$ cat config.mk
export PLATFORM = sky130hd
export DESIGN_NAME = seq_divider
export DESIGN_NICKNAME = d
export VERILOG_FILES = /design/src/rtl/seq_divider.sv
export SDC_FILE = /design/constraint.sdc
export NUM_CORES = 1
export LEC_CHECK = 0
export BUFFER_PORTS_ARGS = -buffer_cell sky130_fd_sc_hd__buf_4
export CORE_MARGIN = 2
export CORE_UTILIZATION = 35
export CTS_CLUSTER_SIZE = 24
export DETAILED_ROUTE_END_ITERATION = 8
export MAX_ROUTING_LAYER = met4
export PLACE_DENSITY = 0.56
export SETUP_SLACK_MARGIN = 0.15
export SLEW_MARGIN = 20
export SYNTH_ARGS = -nofsm -noshare
export SYNTH_HDL_FRONTEND = slang
export SYNTH_SLANG_ARGS = --single-unit
$ cat constraint.sdc
create_clock -name clk -period 2.11 [get_ports clk]
set_clock_uncertainty 0.15 [all_clocks]
set_input_delay 0.1055 -clock clk [delete_from_list [all_inputs] [get_ports clk]]
set_output_delay 0.1055 -clock clk [all_outputs]
set_load 0.1 [all_outputs]
$ cat src/rtl/seq_divider.sv
// seq_divider: iterative unsigned restoring divider, one quotient bit per clock.
// Operands are latched when a request is accepted in IDLE; q/r update only on
// entry to DONE, and done is held until go is seen low (four-phase handshake).
module seq_divider #(
    parameter int unsigned WIDTH = 4
) (
    input  logic             clk,
    input  logic             rst,
    input  logic             go,
    input  logic [WIDTH-1:0] x,
    input  logic [WIDTH-1:0] y,
    output logic [WIDTH-1:0] q,
    output logic [WIDTH-1:0] r,
    output logic             done,
    output logic             busy,
    output logic             div_by_zero
);

    localparam int unsigned CW = $clog2(WIDTH + 1);

    typedef enum logic [1:0] {StIdle, StRun, StDone} state_e;

    state_e           state_q, state_d;
    logic [WIDTH:0]   rem_q, rem_d;
    logic [WIDTH-1:0] quo_q, quo_d;
    logic [WIDTH-1:0] div_q, div_d;
    logic [CW-1:0]    cnt_q, cnt_d;
    logic [WIDTH-1:0] res_q_q, res_q_d;
    logic [WIDTH-1:0] res_r_q, res_r_d;
    logic             dz_q, dz_d;

    // One restoring step: shift {rem, quo} left, trial-subtract the divisor.
    logic [WIDTH:0]   rem_sh;
    logic [WIDTH:0]   rem_diff;
    logic [WIDTH:0]   rem_step;
    logic [WIDTH-1:0] quo_step;
    logic             fits;
    logic [CW-1:0]    cnt_inc;

    assign rem_sh   = {rem_q[WIDTH-1:0], quo_q[WIDTH-1]};
    assign rem_diff = rem_sh - {1'b0, div_q};
    // A set top bit would mean the shifted value overflowed, which always fits.
    assign fits     = rem_q[WIDTH] | (rem_sh >= {1'b0, div_q});
    assign rem_step = fits ? rem_diff : rem_sh;
    assign quo_step = {quo_q[WIDTH-2:0], fits};
    assign cnt_inc  = cnt_q + CW'(1);

    assign q           = res_q_q;
    assign r           = res_r_q;
    assign div_by_zero = dz_q;
    assign busy        = (state_q == StRun);
    assign done        = (state_q == StDone);

    // Next-state and datapath update.
    always_comb begin
        state_d = state_q;
        rem_d   = rem_q;
        quo_d   = quo_q;
        div_d   = div_q;
        cnt_d   = cnt_q;
        res_q_d = res_q_q;
        res_r_d = res_r_q;
        dz_d    = dz_q;
        unique case (state_q)
            StIdle: begin
                if (go) begin
                    if (y != '0) begin
                        div_d   = y;
                        rem_d   = '0;
                        quo_d   = x;
                        cnt_d   = '0;
                        dz_d    = 1'b0;
                        state_d = StRun;
                    end else begin
                        // Zero divisor: report immediately, skip iteration.
                        res_q_d = '0;
                        res_r_d = '0;
                        dz_d    = 1'b1;
                        state_d = StDone;
                    end
                end
            end
            StRun: begin
                rem_d = rem_step;
                quo_d = quo_step;
                cnt_d = cnt_inc;
                if (cnt_inc == CW'(WIDTH)) begin
                    res_q_d = quo_step;
                    res_r_d = rem_step[WIDTH-1:0];
                    state_d = StDone;
                end
            end
            StDone: begin
                if (!go) begin
                    state_d = StIdle;
                end
            end
            default: state_d = StIdle;
        endcase
    end

    // State and datapath registers, cleared asynchronously.
    always_ff @(posedge clk or negedge rst) begin
        if (!rst) begin
            state_q <= StIdle;
            rem_q   <= '0;
            quo_q   <= '0;
            div_q   <= '0;
            cnt_q   <= '0;
            res_q_q <= '0;
            res_r_q <= '0;
            dz_q    <= 1'b0;
        end else begin
            state_q <= state_d;
            rem_q   <= rem_d;
            quo_q   <= quo_d;
            div_q   <= div_d;
            cnt_q   <= cnt_d;
            res_q_q <= res_q_d;
            res_r_q <= res_r_d;
            dz_q    <= dz_d;
        end
    end

endmodule

==> reports/metrics.yaml, run 1 <==
post-route-period-util: 0.908
dpl.hpwl_mm: 2.28
clock_latency_ns: 0.28
whs_ns: 0.120
area_growth_pct: 36.7
pre_cts_ws_ns: 0.0899
drive_gt1_frac: 0.352
synth_fp_nets: 152
fp.coreArea_mm2: 0.00397
drc_errors: 0
cts_sinks: 27
period_minus_slack_ns: 1.92
setup_tns_ns: 0
drt_iter0_drc: 133
synthesis.area_mm2: 0.00144
synth_seq_area_share: 0.471
regToRegSetupSlack_ns: 0.19
worstSetupPathType: "reg -> reg"
setup_viol: 0
synth_edf_count: 0
grt_first_pass_wirelength_mm: 5.26
top_layer_used: "met4"
hp-class: "in -> async"
multi_input_area_um2: 815
wl_met1_mm: 1.52
syn_inst: 134
yosysTopAreaCell: "dfrtp_1"
yosysWarnings: 0
rsz0062_at_grt: "true"
overflow: 0
grt_max_degree: 28
ys_types: 40
setup_ws_ns: 0.194
drt_wl_total_mm: 3.33
routedWlPerCell_um: 14.8
fillers: 357
synth_top_area_frac: 0.471
slew_viol_final: 0
max_freq_mhz: 522
synth_flop_cell: "dfrtp_1"
worst_ep_arrival_time_ns: 1.94
grt_pass1_vias: 1112
synth_common_cells: "dfrtp_1, nand2_1, o31ai_1"
crit_required_ns: 2.13
vias_per_cell: 5.18
num_antenna_cells: 0
met2WireLength_mm: 1.66
cts_buffers: 3
regArea_um2: 677
root_buffer: "clkbuf_8"
status: "finished clean"
h-tree-depth: 1
slew_headroom: 0.722
syn_avg_cell_area_um2: 10.7
crit_fanout: 3
synth_area_leaders: "dfrtp_1, nand2_1, ha_1, o31ai_1, a22o_1"
vias: 1170
cts_tree: "built"
ant_nets: 0
fp.dieW_um: 68.0
wl_met3_um: 136
worst_setup_path_end_kind: "flip-flop"
initial_core_util: 0.361
drt-pass1-iter-count: 4
io_pins: 22
gp_congestion: 0.802
clk_pin_slew_ns: 0.10
hold_violations: 0
dieArea_mm2: 0.00463
maxCapViolCount: 0
yosysMostFrequentCell: "dfrtp_1"
clk_path_buf_depth: 2
core.rowCount: 23
tightest_slew_ns: 0.414
crit_path_start_kind: "flip-flop"
nNetsFinal: 195
ys_async_sr_fraction: 1.00
synth.ff_latch_count: 27
port_buffers: 21
track_usage: 0.155
antenna_found_initial: 0
die_h_um: 68.0
-- worst max-delay path: stages, from the launching register on --
cell and delay (ns):
dfrtp_1 0.43, inv_2 0.08, ha_4 0.19, nor2b_4 0.14
buf_4 0.13, o31ai_2 0.31, a211oi_4 0.11, mux2_4 0.28
-- sequential cells by signal, summed over array words and instances (netlist names) --
register,flops
rem_q,5
div_q,4
q,4
quo_q,4
r,4
cnt_q,3
state_q,2
div_by_zero,1
-- placed cells by master (no fill, tap or decap), types with 2 or more instances in the layout --
cell           netlist  routed
o31ai_1              8       6
a22o_1               6       6
xnor2_1              2       2
o21ai_1              4       4
o31ai_2              0       2
o21ai_0              4       4
dfrtp_1             27      26
nand2_1             26      26
a21boi_1             1       2
a21oi_2              0       2
mux2i_1              3       3
nand2b_1             2       2
nor2_1               6       6
nor3_2               0       4
ha_4                 0       2
ha_1                 6       3
inv_1                6       5
dlygate4sd3_1        0      10
buf_4                1      30
clkbuf_8             0       3
-- cells by family after synthesis --
group           count (synthesis)  synth area share
simple gates                   48             0.159
compound gates                 35             0.204
flops                          27             0.471
buf+inv                         9            0.0427
fa+ha+maj                       7            0.0663
mux                             5            0.0392
xor+xnor                        3            0.0183
-- path summary, 6_finish.rpt --
check	depth (start not counted)	endpoint	start
max	7	r[3]	div_q[1]
min	2	quo_q[0]	rst
max reg2reg	7	r[3]	div_q[1]
min reg2reg	2	r[1]	r[1]
max in group asynchronous	2	rem_q[1]	rst
min in group clk	2	r[1]	r[1]
-- through the flow --
step                      std cells   util  area (um^2)
after CTS                       221  0.458         1820
final                           226  0.494         1960
after global placement          206  0.416         1650
after detailed placement        206  0.416         1650
after floorplan                 134      -         1440
after global routing            226  0.494         1960
-- area by class of cell --
class / instances / share of cell area
clock buffer: 3 / 0.0210
clock inverter: 1 / 0.00383
inverter: 7 / 0.0172
multi-input combinational: 98 / 0.415
sequential: 27 / 0.345
tap: 50 / 0.0319
timing repair buffer: 40 / 0.166
-- layer usage --
layer  global-route usage  vias to the layer above
met3               0.0395                        2
met5                    -                        -
met1                0.201                      569
met4               0.0225                        0
li1                     -                      569
met2                0.250                       30
-- what timing repair did --
item,CTS,global route
setup endpoints to repair,5,9
hold endpoints to repair,36,0
pin swaps,0,4
buffers inserted,1,5
hold buffers,10,0
gates resized for setup,2,20
Power of run 1 is left out: the tool's default activity adds up to more than one toggle a clock period on the data nets, which glitch-free logic cannot reach.
==> run 2, diff against run 1 <==
--- a/config.mk
+++ b/config.mk
@@ -6,13 +6,14 @@
 export NUM_CORES = 1
 export LEC_CHECK = 0
 export BUFFER_PORTS_ARGS = -buffer_cell sky130_fd_sc_hd__buf_4
+export CELL_PAD_IN_SITES_DETAIL_PLACEMENT = 1
+export CELL_PAD_IN_SITES_GLOBAL_PLACEMENT = 2
 export CORE_MARGIN = 2
 export CORE_UTILIZATION = 35
 export CTS_CLUSTER_SIZE = 24
 export DETAILED_ROUTE_END_ITERATION = 8
 export MAX_ROUTING_LAYER = met4
-export PLACE_DENSITY = 0.56
-export SETUP_SLACK_MARGIN = 0.15
+export PLACE_DENSITY = 0.78
 export SLEW_MARGIN = 20
 export SYNTH_ARGS = -nofsm -noshare
 export SYNTH_HDL_FRONTEND = slang
==> run 2 against run 1 <==
Maximum frequency down 2.9%. Count of clock-buffer cells in the layout up 1. Global-route usage up 2.3 points. First-iteration DRC count down 91%. Critical path type unchanged. Worst setup slack worse by 0.057 ns. Critical path depth unchanged. Utilization down 3.7 points. Non-clock buffer count down 4. Hold slack worse by 0.0016 ns. Via count down 0.43%. Final cell count down 1.8%. Sequential share of layout area up 2.8 points.
==> reports/metrics.yaml, run 2 (synthesis gave the netlist of run 1 again) <==
gp_congestion: 0.835  # +4.1%
num_antenna_cells: 0  # unchanged
fp.dieW_um: 68.0  # unchanged
crit_path_start_kind: "flip-flop"
drc_errors: 0  # unchanged
maxCapViolCount: 0  # unchanged
core.rowCount: 23  # unchanged
max_freq_mhz: 507  # -2.9%
rsz0062_at_grt: "false"
dpl.hpwl_mm: 2.57  # +13%
cts_tree: "built"
worstSetupPathType: "reg -> reg"
period_minus_slack_ns: 1.97  # +0.0568 ns
hold_violations: 0  # unchanged
worst_ep_arrival_time_ns: 1.99  # +0.05 ns
setup_tns_ns: 0  # unchanged
drt_wl_total_mm: 3.45  # +3.4%
clk_pin_slew_ns: 0.10  # about the same
nNetsFinal: 191  # -2.1%
post-route-period-util: 0.935  # +0.0269
clock_latency_ns: 0.27  # about the same
regMostFlops: "rem_q"
drt_iter0_drc: 12  # -91%
drive_gt1_frac: 0.233  # -0.120
die_h_um: 68.0  # unchanged
largest_reg_flops: 5  # unchanged
io_pins: 22  # unchanged
h-tree-depth: 1  # unchanged
ant_nets: 0  # unchanged
root_buffer: "clkbuf_8"
vias_per_cell: 5.25  # +1.4%
tightest_slew_ns: 0.440  # +0.0262 ns
final_common_cell: "dfrtp_1"
vias: 1165  # -0.43%
slew_headroom: 0.704  # -0.0176
port_buffers: 21  # unchanged
grt_pass1_vias: 1249  # +12%
dieArea_mm2: 0.00463  # unchanged
worst_setup_path_end_kind: "flip-flop"
area_growth_pct: 26.3
regToRegSetupSlack_ns: 0.14  # -0.06 ns
cts_buffers: 3  # unchanged
layout_common_cells: "dfrtp_1, nand2_1, buf_4"
grt_first_pass_wirelength_mm: 5.96  # +13%
initial_core_util: 0.361  # unchanged
slew_viol_final: 0  # unchanged
status: "finished clean"
overflow: 0  # unchanged
track_usage: 0.178  # +0.0235
drt-pass1-iter-count: 4  # unchanged
routedWlPerCell_um: 15.5  # +5.2%
antenna_found_initial: 0  # unchanged
fp.coreArea_mm2: 0.00397  # unchanged
cts_hold_buf: 10  # unchanged
cts_resized: 0  # -2
cts_sinks: 27  # unchanged
setup_viol: 0  # unchanged
crit_fanout: 3  # unchanged
crit_required_ns: 2.13  # about the same
post-cts-setup-buffers: 0  # -1
hp-class: "in -> async"
grt_max_degree: 28  # unchanged
clk_path_buf_depth: 2  # unchanged
run 2: path summary, 6_finish.rpt:
path                          start  endpoint  cells past startpoint
min                             rst      q[2]                      2
max in group asynchronous       rst  div_q[0]                      2
min in group clk               r[2]      r[2]                      2
min reg2reg                    r[2]      r[2]                      2
max reg2reg                quo_q[3]  rem_q[4]                      7
max                        quo_q[3]  rem_q[4]                      7
run 2: through the flow:
step	utilization	instance area [um^2]	worst slack (ns)	hold slack (ns)	std cells
2_1_floorplan	-	1440	0.267	-0.340	134
3_3_place_gp	0.420	1670	0.202	-0.109	208
3_5_place_dp	0.420	1670	0.130	-0.105	208
4_1_cts	0.457	1810	0.110	0.137	222
5_1_grt	0.457	1810	0.00397	0.155	222
6_report	0.457	1810	0.137	0.118	222
run 2: critical path: stages, from the launching register on:
cell	delay, ns
dfrtp_1	0.39
inv_1	0.05
ha_1	0.21
fa_1	0.40
nand2b_1	0.16
a21oi_1	0.16
xnor2_1	0.09
a32o_1	0.25
run 2: routing by layer:
metal,track usage,wire [um],up-vias
li1,-,-,556
met1,0.212,1540,573
met2,0.314,1720,31
met3,0.0247,156,5
met4,0.0500,29,0
met5,-,0,-
run 2: final cells by class:
class,instances,area (um^2)
fillers,449,2160
multi-input cells,98,701
flip-flops and latches,27,676
clock buffers,4,45.0
repair buffers,36,295
well taps,50,62.6
inverters,7,33.8
Power of run 2 is left out for the same reason.
